## config.mk

```make
export PLATFORM = sky130hd
export DESIGN_NAME = control_unit
export DESIGN_NICKNAME = d
export VERILOG_FILES = /design/src/rtl/cpu_ctrl_pkg.sv /design/src/rtl/ctrl_output_decode.sv /design/src/rtl/control_unit.sv
export SDC_FILE = /design/constraint.sdc
export NUM_CORES = 1
export LEC_CHECK = 0
export ABC_AREA = 1
export BUFFER_PORTS_ARGS = -buffer_cell sky130_fd_sc_hd__buf_4
export CORE_UTILIZATION = 50
export CTS_BUF_LIST = sky130_fd_sc_hd__clkbuf_16
export DETAILED_ROUTE_END_ITERATION = 12
export PLACE_DENSITY = 0.78
export SYNTH_ARGS = -nofsm -noshare
export SYNTH_HDL_FRONTEND = slang
export SYNTH_HIERARCHICAL = 1
export SYNTH_SLANG_ARGS = --single-unit
```

## constraint.sdc

```tcl
create_clock -name clk -period 3.2 [get_ports clk]
set_clock_uncertainty 0.15 [all_clocks]
set_input_delay 0.64 -clock clk [delete_from_list [all_inputs] [get_ports clk]]
set_output_delay 0.64 -clock clk [all_outputs]
set_load 0.005 [all_outputs]
```

## src/rtl/cpu_ctrl_pkg.sv

```systemverilog
// Shared types and encodings for the accumulator CPU control unit.
package cpu_ctrl_pkg;

    typedef enum logic [3:0] {
        S_FETCH0, S_DECODE, S_FETCH1, S_FETCH2, S_JUMP,
        S_MEM_RD, S_EXEC_M, S_WB_M,
        S_ST_A,   S_ST_EX,  S_ST_WR,
        S_REG_RA, S_REG_RB, S_REG_EX, S_REG_WB,
        S_HALT
    } state_t;

    localparam logic [3:0] OP_JMP = 4'b1000;
    localparam logic [3:0] OP_JZ  = 4'b1001;
    localparam logic [3:0] OP_JC  = 4'b1010;
    localparam logic [3:0] OP_HLT = 4'b1011;

    // memory-reference sub-op lives in opcode[2:1]
    localparam logic [1:0] MOP_LDA = 2'b00;
    localparam logic [1:0] MOP_STA = 2'b01;
    localparam logic [1:0] MOP_ADD = 2'b10;
    localparam logic [1:0] MOP_AND = 2'b11;

    localparam logic [1:0] ALU_ADD = 2'b00;
    localparam logic [1:0] ALU_ADC = 2'b01;
    localparam logic [1:0] ALU_AND = 2'b10;
    localparam logic [1:0] ALU_NOT = 2'b11;

    localparam logic [1:0] ACC_DI = 2'b00;
    localparam logic [1:0] ACC_RS = 2'b01;
    localparam logic [1:0] ACC_RD = 2'b10;

    localparam int FLAG_C = 0;
    localparam int FLAG_Z = 1;
    localparam int FLAG_N = 2;

    typedef struct packed {
        logic       pc_inc;
        logic       pc_load_en;
        logic       di_load_en;
        logic       ir_write_en;
        logic       tr_write_en;
        logic       a_reg_write_en;
        logic       b_reg_write_en;
        logic       alu_res_write_en;
        logic       ld_czn;
        logic       acc_write_en;
        logic       mem_read_en;
        logic       mem_write_en;
        logic       pc_or_tr;
        logic       reg_or_mem;
        logic       reg_b_or_0;
        logic       reg_a_or_0;
        logic [1:0] acc_addr_sel;
        logic [1:0] alu_op;
    } ctrl_out_t;

    function automatic logic is_reg_op(input logic [3:0] op);
        return op[3:2] == 2'b11;
    endfunction

endpackage

```

## src/rtl/ctrl_output_decode.sv

```systemverilog
// Moore output decode: current state plus latched opcode to datapath strobes.
module ctrl_output_decode
    import cpu_ctrl_pkg::*;
(
    input  state_t      state,
    input  logic [2:0]  opcode,
    output ctrl_out_t   outs
);

    always_comb begin
        outs = '0;
        case (state)
            S_FETCH0, S_FETCH1: begin
                outs.pc_or_tr    = 1'b1;
                outs.mem_read_en = 1'b1;
                outs.ir_write_en = 1'b1;
                outs.pc_inc      = 1'b1;
            end
            S_DECODE: outs.di_load_en = 1'b1;
            S_FETCH2: begin
                outs.pc_or_tr    = 1'b1;
                outs.mem_read_en = 1'b1;
                outs.tr_write_en = 1'b1;
                outs.pc_inc      = 1'b1;
            end
            S_JUMP: outs.pc_load_en = 1'b1;
            S_MEM_RD: begin
                outs.mem_read_en    = 1'b1;
                outs.b_reg_write_en = 1'b1;
                outs.acc_addr_sel   = ACC_DI;
                outs.a_reg_write_en = 1'b1;
            end
            S_EXEC_M: begin
                outs.alu_res_write_en = 1'b1;
                case (opcode[2:1])
                    MOP_LDA: begin
                        outs.alu_op     = ALU_ADD;
                        outs.reg_a_or_0 = 1'b1;
                    end
                    MOP_ADD: begin
                        outs.alu_op = ALU_ADD;
                        outs.ld_czn = 1'b1;
                    end
                    MOP_AND: begin
                        outs.alu_op = ALU_AND;
                        outs.ld_czn = 1'b1;
                    end
                    default: ;
                endcase
            end
            S_WB_M: begin
                outs.acc_addr_sel = ACC_DI;
                outs.acc_write_en = 1'b1;
            end
            S_ST_A: begin
                outs.acc_addr_sel   = ACC_DI;
                outs.a_reg_write_en = 1'b1;
            end
            S_ST_EX: begin
                outs.reg_b_or_0       = 1'b1;
                outs.alu_op           = ALU_ADD;
                outs.alu_res_write_en = 1'b1;
            end
            S_ST_WR: outs.mem_write_en = 1'b1;
            S_REG_RA: begin
                outs.acc_addr_sel   = ACC_RD;
                outs.a_reg_write_en = 1'b1;
            end
            S_REG_RB: begin
                outs.acc_addr_sel   = ACC_RS;
                outs.reg_or_mem     = 1'b1;
                outs.b_reg_write_en = 1'b1;
            end
            S_REG_EX: begin
                outs.alu_op           = opcode[1:0];
                outs.alu_res_write_en = 1'b1;
                outs.ld_czn           = 1'b1;
            end
            S_REG_WB: begin
                outs.acc_addr_sel = ACC_RD;
                outs.acc_write_en = 1'b1;
            end
            default: ;
        endcase
    end

endmodule

```

## src/rtl/control_unit.sv

```systemverilog
// Multi-cycle control FSM for the 8-bit accumulator CPU: state register,
// opcode latch and next-state logic; strobes come from ctrl_output_decode.
//   FETCH0/FETCH1/FETCH2 | read byte0 / byte1 into IR / byte2 into TR
//   DECODE | load DI, latch opcode      JUMP   | load PC from TR
//   MEM_RD/EXEC_M/WB_M   | LDA/ADD/AND  ST_A/ST_EX/ST_WR | STA
//   REG_RA/RB/EX/WB      | register op  HALT   | idle until rst
module control_unit
    import cpu_ctrl_pkg::*;
(
    input  logic       clk,
    input  logic       rst,
    input  logic [3:0] IrToCU,
    input  logic [4:0] DiToCU,
    input  logic [2:0] CznToCU,
    output logic       pcInc,
    output logic       pcLoadEn,
    output logic       diLoadEn,
    output logic       irWriteEn,
    output logic       trWriteEn,
    output logic       aRegWriteEn,
    output logic       bRegWriteEn,
    output logic       aluResWriteEn,
    output logic       ldCZN,
    output logic       accumulatorWriteEn,
    output logic       memoryReadEn,
    output logic       memoryWriteEn,
    output logic       PcOrTR,
    output logic       regOrMem,
    output logic       RegBOr0,
    output logic       RegAOr0,
    output logic [1:0] accAddressSel,
    output logic [1:0] aluOpControl
);

    state_t     state;
    logic [3:0] opcode;
    ctrl_out_t  dec_outs;
    ctrl_out_t  outs;
    logic       unused_inputs;

    // DI and N are routed by the datapath; the sequencer never branches on them
    assign unused_inputs = ^{DiToCU, CznToCU[FLAG_N]};

    always_ff @(posedge clk) begin
        if (rst) begin
            state  <= S_FETCH0;
            opcode <= 4'b0000;
        end else begin
            case (state)
                S_FETCH0: state <= S_DECODE;
                S_DECODE: begin
                    opcode <= IrToCU;
                    if (IrToCU == OP_HLT)
                        state <= S_HALT;
                    else if (is_reg_op(IrToCU))
                        state <= S_REG_RA;
                    else
                        state <= S_FETCH1;
                end
                S_FETCH1: state <= S_FETCH2;
                S_FETCH2: begin
                    if (!opcode[3])
                        state <= (opcode[2:1] == MOP_STA) ? S_ST_A : S_MEM_RD;
                    else if (opcode == OP_JMP)
                        state <= S_JUMP;
                    else if (opcode == OP_JZ)
                        state <= CznToCU[FLAG_Z] ? S_JUMP : S_FETCH0;
                    else if (opcode == OP_JC)
                        state <= CznToCU[FLAG_C] ? S_JUMP : S_FETCH0;
                    else
                        state <= S_FETCH0;
                end
                S_JUMP:   state <= S_FETCH0;
                S_MEM_RD: state <= S_EXEC_M;
                S_EXEC_M: state <= S_WB_M;
                S_WB_M:   state <= S_FETCH0;
                S_ST_A:   state <= S_ST_EX;
                S_ST_EX:  state <= S_ST_WR;
                S_ST_WR:  state <= S_FETCH0;
                S_REG_RA: state <= S_REG_RB;
                S_REG_RB: state <= S_REG_EX;
                S_REG_EX: state <= S_REG_WB;
                S_REG_WB: state <= S_FETCH0;
                default:  state <= S_HALT;
            endcase
        end
    end

    ctrl_output_decode u_decode (
        .state  (state),
        .opcode (opcode[2:0]),
        .outs   (dec_outs)
    );

    assign outs = rst ? '0 : dec_outs;

    assign pcInc              = outs.pc_inc;
    assign pcLoadEn           = outs.pc_load_en;
    assign diLoadEn           = outs.di_load_en;
    assign irWriteEn          = outs.ir_write_en;
    assign trWriteEn          = outs.tr_write_en;
    assign aRegWriteEn        = outs.a_reg_write_en;
    assign bRegWriteEn        = outs.b_reg_write_en;
    assign aluResWriteEn      = outs.alu_res_write_en;
    assign ldCZN              = outs.ld_czn;
    assign accumulatorWriteEn = outs.acc_write_en;
    assign memoryReadEn       = outs.mem_read_en;
    assign memoryWriteEn      = outs.mem_write_en;
    assign PcOrTR             = outs.pc_or_tr;
    assign regOrMem           = outs.reg_or_mem;
    assign RegBOr0            = outs.reg_b_or_0;
    assign RegAOr0            = outs.reg_a_or_0;
    assign accAddressSel      = outs.acc_addr_sel;
    assign aluOpControl       = outs.alu_op;

endmodule

```

# Yosys cells after proc, flatten, opt, wreduce, memory -nomap -nowiden
# Cells that the tools add are included.
# W data, S select, Z words.
[op_classes] eq_ne=22 muxes=31 n_reduce_logical=12
[ops] cell="$pmux W4 S12" count=1
[ops] cell="$eq A4 B4 Y1 const B" count=11
[ops] cell="$mux W20" count=1
[ops] cell="$eq A4 B3 Y1 const B" count=4
[ops] cell="$mux W1" count=16
[ops] cell="$mux W4" count=4
[ops] cell="$mux W3" count=5
[ops] cell="$reduce_or A2 Y1" count=5
[ops] cell="$reduce_or A3 Y1" count=3
[ops] cell="$eq A4 B2 Y1 const B" count=2
[ops] cell="$pmux W2 S2" count=2
[ops] cell="$reduce_or A4 Y1" count=2
[ops] cell="$eq A2 B2 Y1 const B" count=3
[ops] cell="$eq A4 B1 Y1 const B" count=1
[ops] cell="$logic_not A4 Y1" count=1
[ops] cell="$eq A2 B1 Y1 const B" count=1
[ops] cell="$logic_not A2 Y1" count=1
[ops] cell="$mux W2" count=1
[ops] cell="$pmux W1 S2" count=1
[word_totals] regBits=8 output_inout_bits=20

# Depth between registers and ports, before layout
[depth] ltp_word=6 ltp_mapped=7 ltp_nobuf=7

# Hierarchy
# Netlist, hierarchy kept.
[by_module_without_submodules] module="control_unit" n_inst=1 cells_per_inst=117 area_each_um2=616.8 seq_area_each_um2=160.2
[by_module_without_submodules] module="ctrl_output_decode" n_inst=1 cells_per_inst=49 area_each_um2=217.7 seq_area_each_um2=0.0

# Worst setup path before layout
# Ideal clock, no wire load.
[synth_timing] kind="input port to output port" start="in rst" end="out PcOrTR" arrival_ns=1.098 slack_ns=1.312 cell_stages=3 path_buffers=2 cell_sequence="clkbuf_1 -> buf_2 -> nor2_1"
[synth_between] elab_chain_len=1
[synth_lines] element="start, declared" line_no="control_unit.sv:11" text="input logic rst,"
[synth_lines] element="$mux W20" line_no="control_unit.sv:95" text="assign outs = rst ? '0 : dec_outs;"
[synth_lines] element="end, declared" line_no="control_unit.sv:27" text="output logic PcOrTR,"
# Every way passes these cells.

==> metrics.yaml <==
status:
  outcome: "finished, final reports clean"
cts:
  cts_resized: 0
  cts_buffers: 3
  cts_hold_buf: 0
  clk_path_buf_depth: 2
  cts_tree: "built"
  htreeDepth: 1
  cts_setup_buffers: 0
  cts_root_buf: "clkbuf_16"
  clk_latency_ns: 0.23
  cts.sinks: 8
  clk_pin_slew_ns: 0.04
grt:
  overflow: 0
  grt_max_degree: 26
  grtUsageMet2: 0.455
  grtUsageMet3: 0.0426
  grtUsageTotal: 0.250
  grt_pass1_vias: 942
  grt_first_pass_wirelength_um: 3550
  antenna_found_initial: 0
  grt-busiest-layer: "met2"
  grt_use_met1: 0.261
floorplanning:
  rows: 14
  core_area_mm2: 0.00152
  dieArea_mm2: 0.00184
  start_util: 0.548
  die-width_um: 42.9
  io_pins: 34
  die_h_um: 42.9
sta:
  worstMarginPinSlew_ns: 0.406
  rsz0062_at_grt: "false"
  period_share: 0.722
  max_freq_ghz: 0.433
  slew_viol_final: 0
  hold_viol: 0
  slew_headroom: 0.729
  fin_tns_setup_ns: 0
  fin_crit_ns: 2.31
  setup_viol: 0
worst_setup_path:
  path_delay_family: "flip-flops"
  cpPeakStageDelay_ns: 0.56
  cp_cell_sequence: "inv_2 > nor2_2 > nand2_1 > o21ai_0 > inv_1 > nor2_1 > buf_4"
  cp_max_fo: 10
  cp_slowest_cell: "dfxtp_1"
  startpoint: "state[1]"
  critPathArrivalTime_ns: 1.52
  critPathBufInv: 3
  crit_required_ns: 2.41
  worstSetupEndpointType: "output pin"
  criticalPathCategory: "reg -> out"
  start_kind: "register"
  crit-reg2reg-launch: "state[0]"
placed_design:
  gp_congestion: 0.825
  dp_hpwl_um: 1550
  io_buffers: 27
  post_dp_cell_area_mm2: 0.00103
synth:
  muxShareOfSynthArea: 0
  synthAdderAreaFrac: 0
  ys_types: 18
  synth-xor-area-share: 0
  synth-compound-area-share: 0.109
  synth_nets: 180
  synth_top_area_share: 0.192
  syn_avg_cell_area_um2: 5.03
  synth_seq_cells: 8
  ys_warn_count: 6
  syn_area_um2: 835
  ys_top_cells_by_area: "dfxtp_1 (19%), nand2_1 (18%), inv_1 (17%)"
  syn-instance-count: 166
  yosys.area_share.simple: 0.484
  synth_top_family_by_area: "simple AND/OR/NAND/NOR gates"
  yosysTopAreaCell: "dfxtp_1"
  yosysSeqAreaShare: 0.192
layout:
  final_common_cell: "nand2_1"
  syn_to_final_growth_pct: 32.2
  final-seq-area_um2: 160
  drive_gt1_frac: 0.215
  final_cell_mix: "nand2_1 (39), inv_1 (37), nor2_1 (37)"
  multi_input_area_um2: 495
  final_nets: 207
  antenna-diode-count: 0
  fillCellCount: 137
  design_area_mm2: 0.00110
pwr:
  p_leak_uw: 0.000580
  peakVddDrop_mv: 0.456
  p_per_area_mw_per_mm2: 475
drt:
  first_pass_iters: 5
  postRouteAntennaNets: 0
  dr_total_vias: 1058
  vias_per_cell: 5.11
  dr.first_iter.drc_count: 23
  wl_um: 2080
  post_drt_wl_per_cell_um: 10.1
  drc_errors: 0
flow_run:
  drv_cap: 0
worst_hold_path:
  min_path_type: "reg -> reg"
  hold_start: "opcode[0]"
worst register-to-register path: stages, from the launching register on:
cell     delay [ns]
dfxtp_1        0.55
inv_1          0.13
nand2_1        0.10
nor2_1         0.06
nor2_1         0.14
nand3_1        0.10
nor2_1         0.12
nor2_1         0.05
worst paths after layout:
kind	end	slack, ns	depth (start not counted)
worst max register to register	state[2]	1.69	7
worst max-delay path	aluResWriteEn	0.89	7
worst min-delay path	opcode[0]	0.34	2
worst min register to register	opcode[0]	0.34	2
routing by layer:
| layer | vias to the layer above | part of all wire |
|---|---|---|
| met4 | 0 | 0.036 |
| met3 | 14 | 0.073 |
| li1 | 538 | - |
| met5 | - | 0 |
| met2 | 48 | 0.50 |
| met1 | 458 | 0.39 |
cell families (layout without fill, tap and decap cells):
kind of cell / count (synthesis) / count (layout)
and+or+nand+nor: 95 / 95
buffers and inverters: 45 / 70
AOI/OAI and AO/OA: 18 / 18
DFF: 8 / 8
cells in the mapped netlist:
| cell type | n |
|---|---|
| inv_2 | 3 |
| nor2_2 | 3 |
| nand4_1 | 1 |
| a31oi_1 | 1 |
| clkbuf_1 | 1 |
| or2_2 | 1 |
| buf_2 | 2 |
| buf_4 | 2 |
| a21oi_1 | 9 |
| nand2_1 | 39 |
| nor2_4 | 2 |
| nand3b_1 | 1 |
| inv_1 | 37 |
| dfxtp_1 | 8 |
| nand3_1 | 9 |
| o21ai_0 | 8 |
| nor2_1 | 37 |
| nand2_2 | 2 |
flip-flops by register name (all words and copies together), names as in the netlist:
register  count
state         4
opcode        4
through the flow:
stage / total power, µW / hold WS [ns] / setup slack, ns / std cells / util
detailed placement: 310 / 0.330 / 1.19 / 204 / 0.675
finish: 524 / 0.340 / 0.891 / 207 / 0.724
global placement: 303 / 0.324 / 1.23 / 204 / 0.675
global route: 559 / 0.382 / 0.771 / 207 / 0.724
CTS: 525 / 0.337 / 0.930 / 207 / 0.724
floorplan: 262 / 0.306 / 1.31 / 166 / -
power by group:
part / internal [µW] / switching, µW / leakage, µW
clock: 161 / 51.2 / 0.0000370
combinational: 68.0 / 98.9 / 0.000477
sequential: 116 / 29.3 / 0.0000659
cell type report:
| class | count | share of cell area |
|---|---|---|
| timing repair buffer | 27 | 0.184 |
| multi-input combinational | 113 | 0.449 |
| sequential | 8 | 0.145 |
| tap | 16 | 0.0181 |
| inverter | 40 | 0.136 |
| clock buffer | 3 | 0.0680 |
No activity file was read; power rests on OpenSTA's default activity.
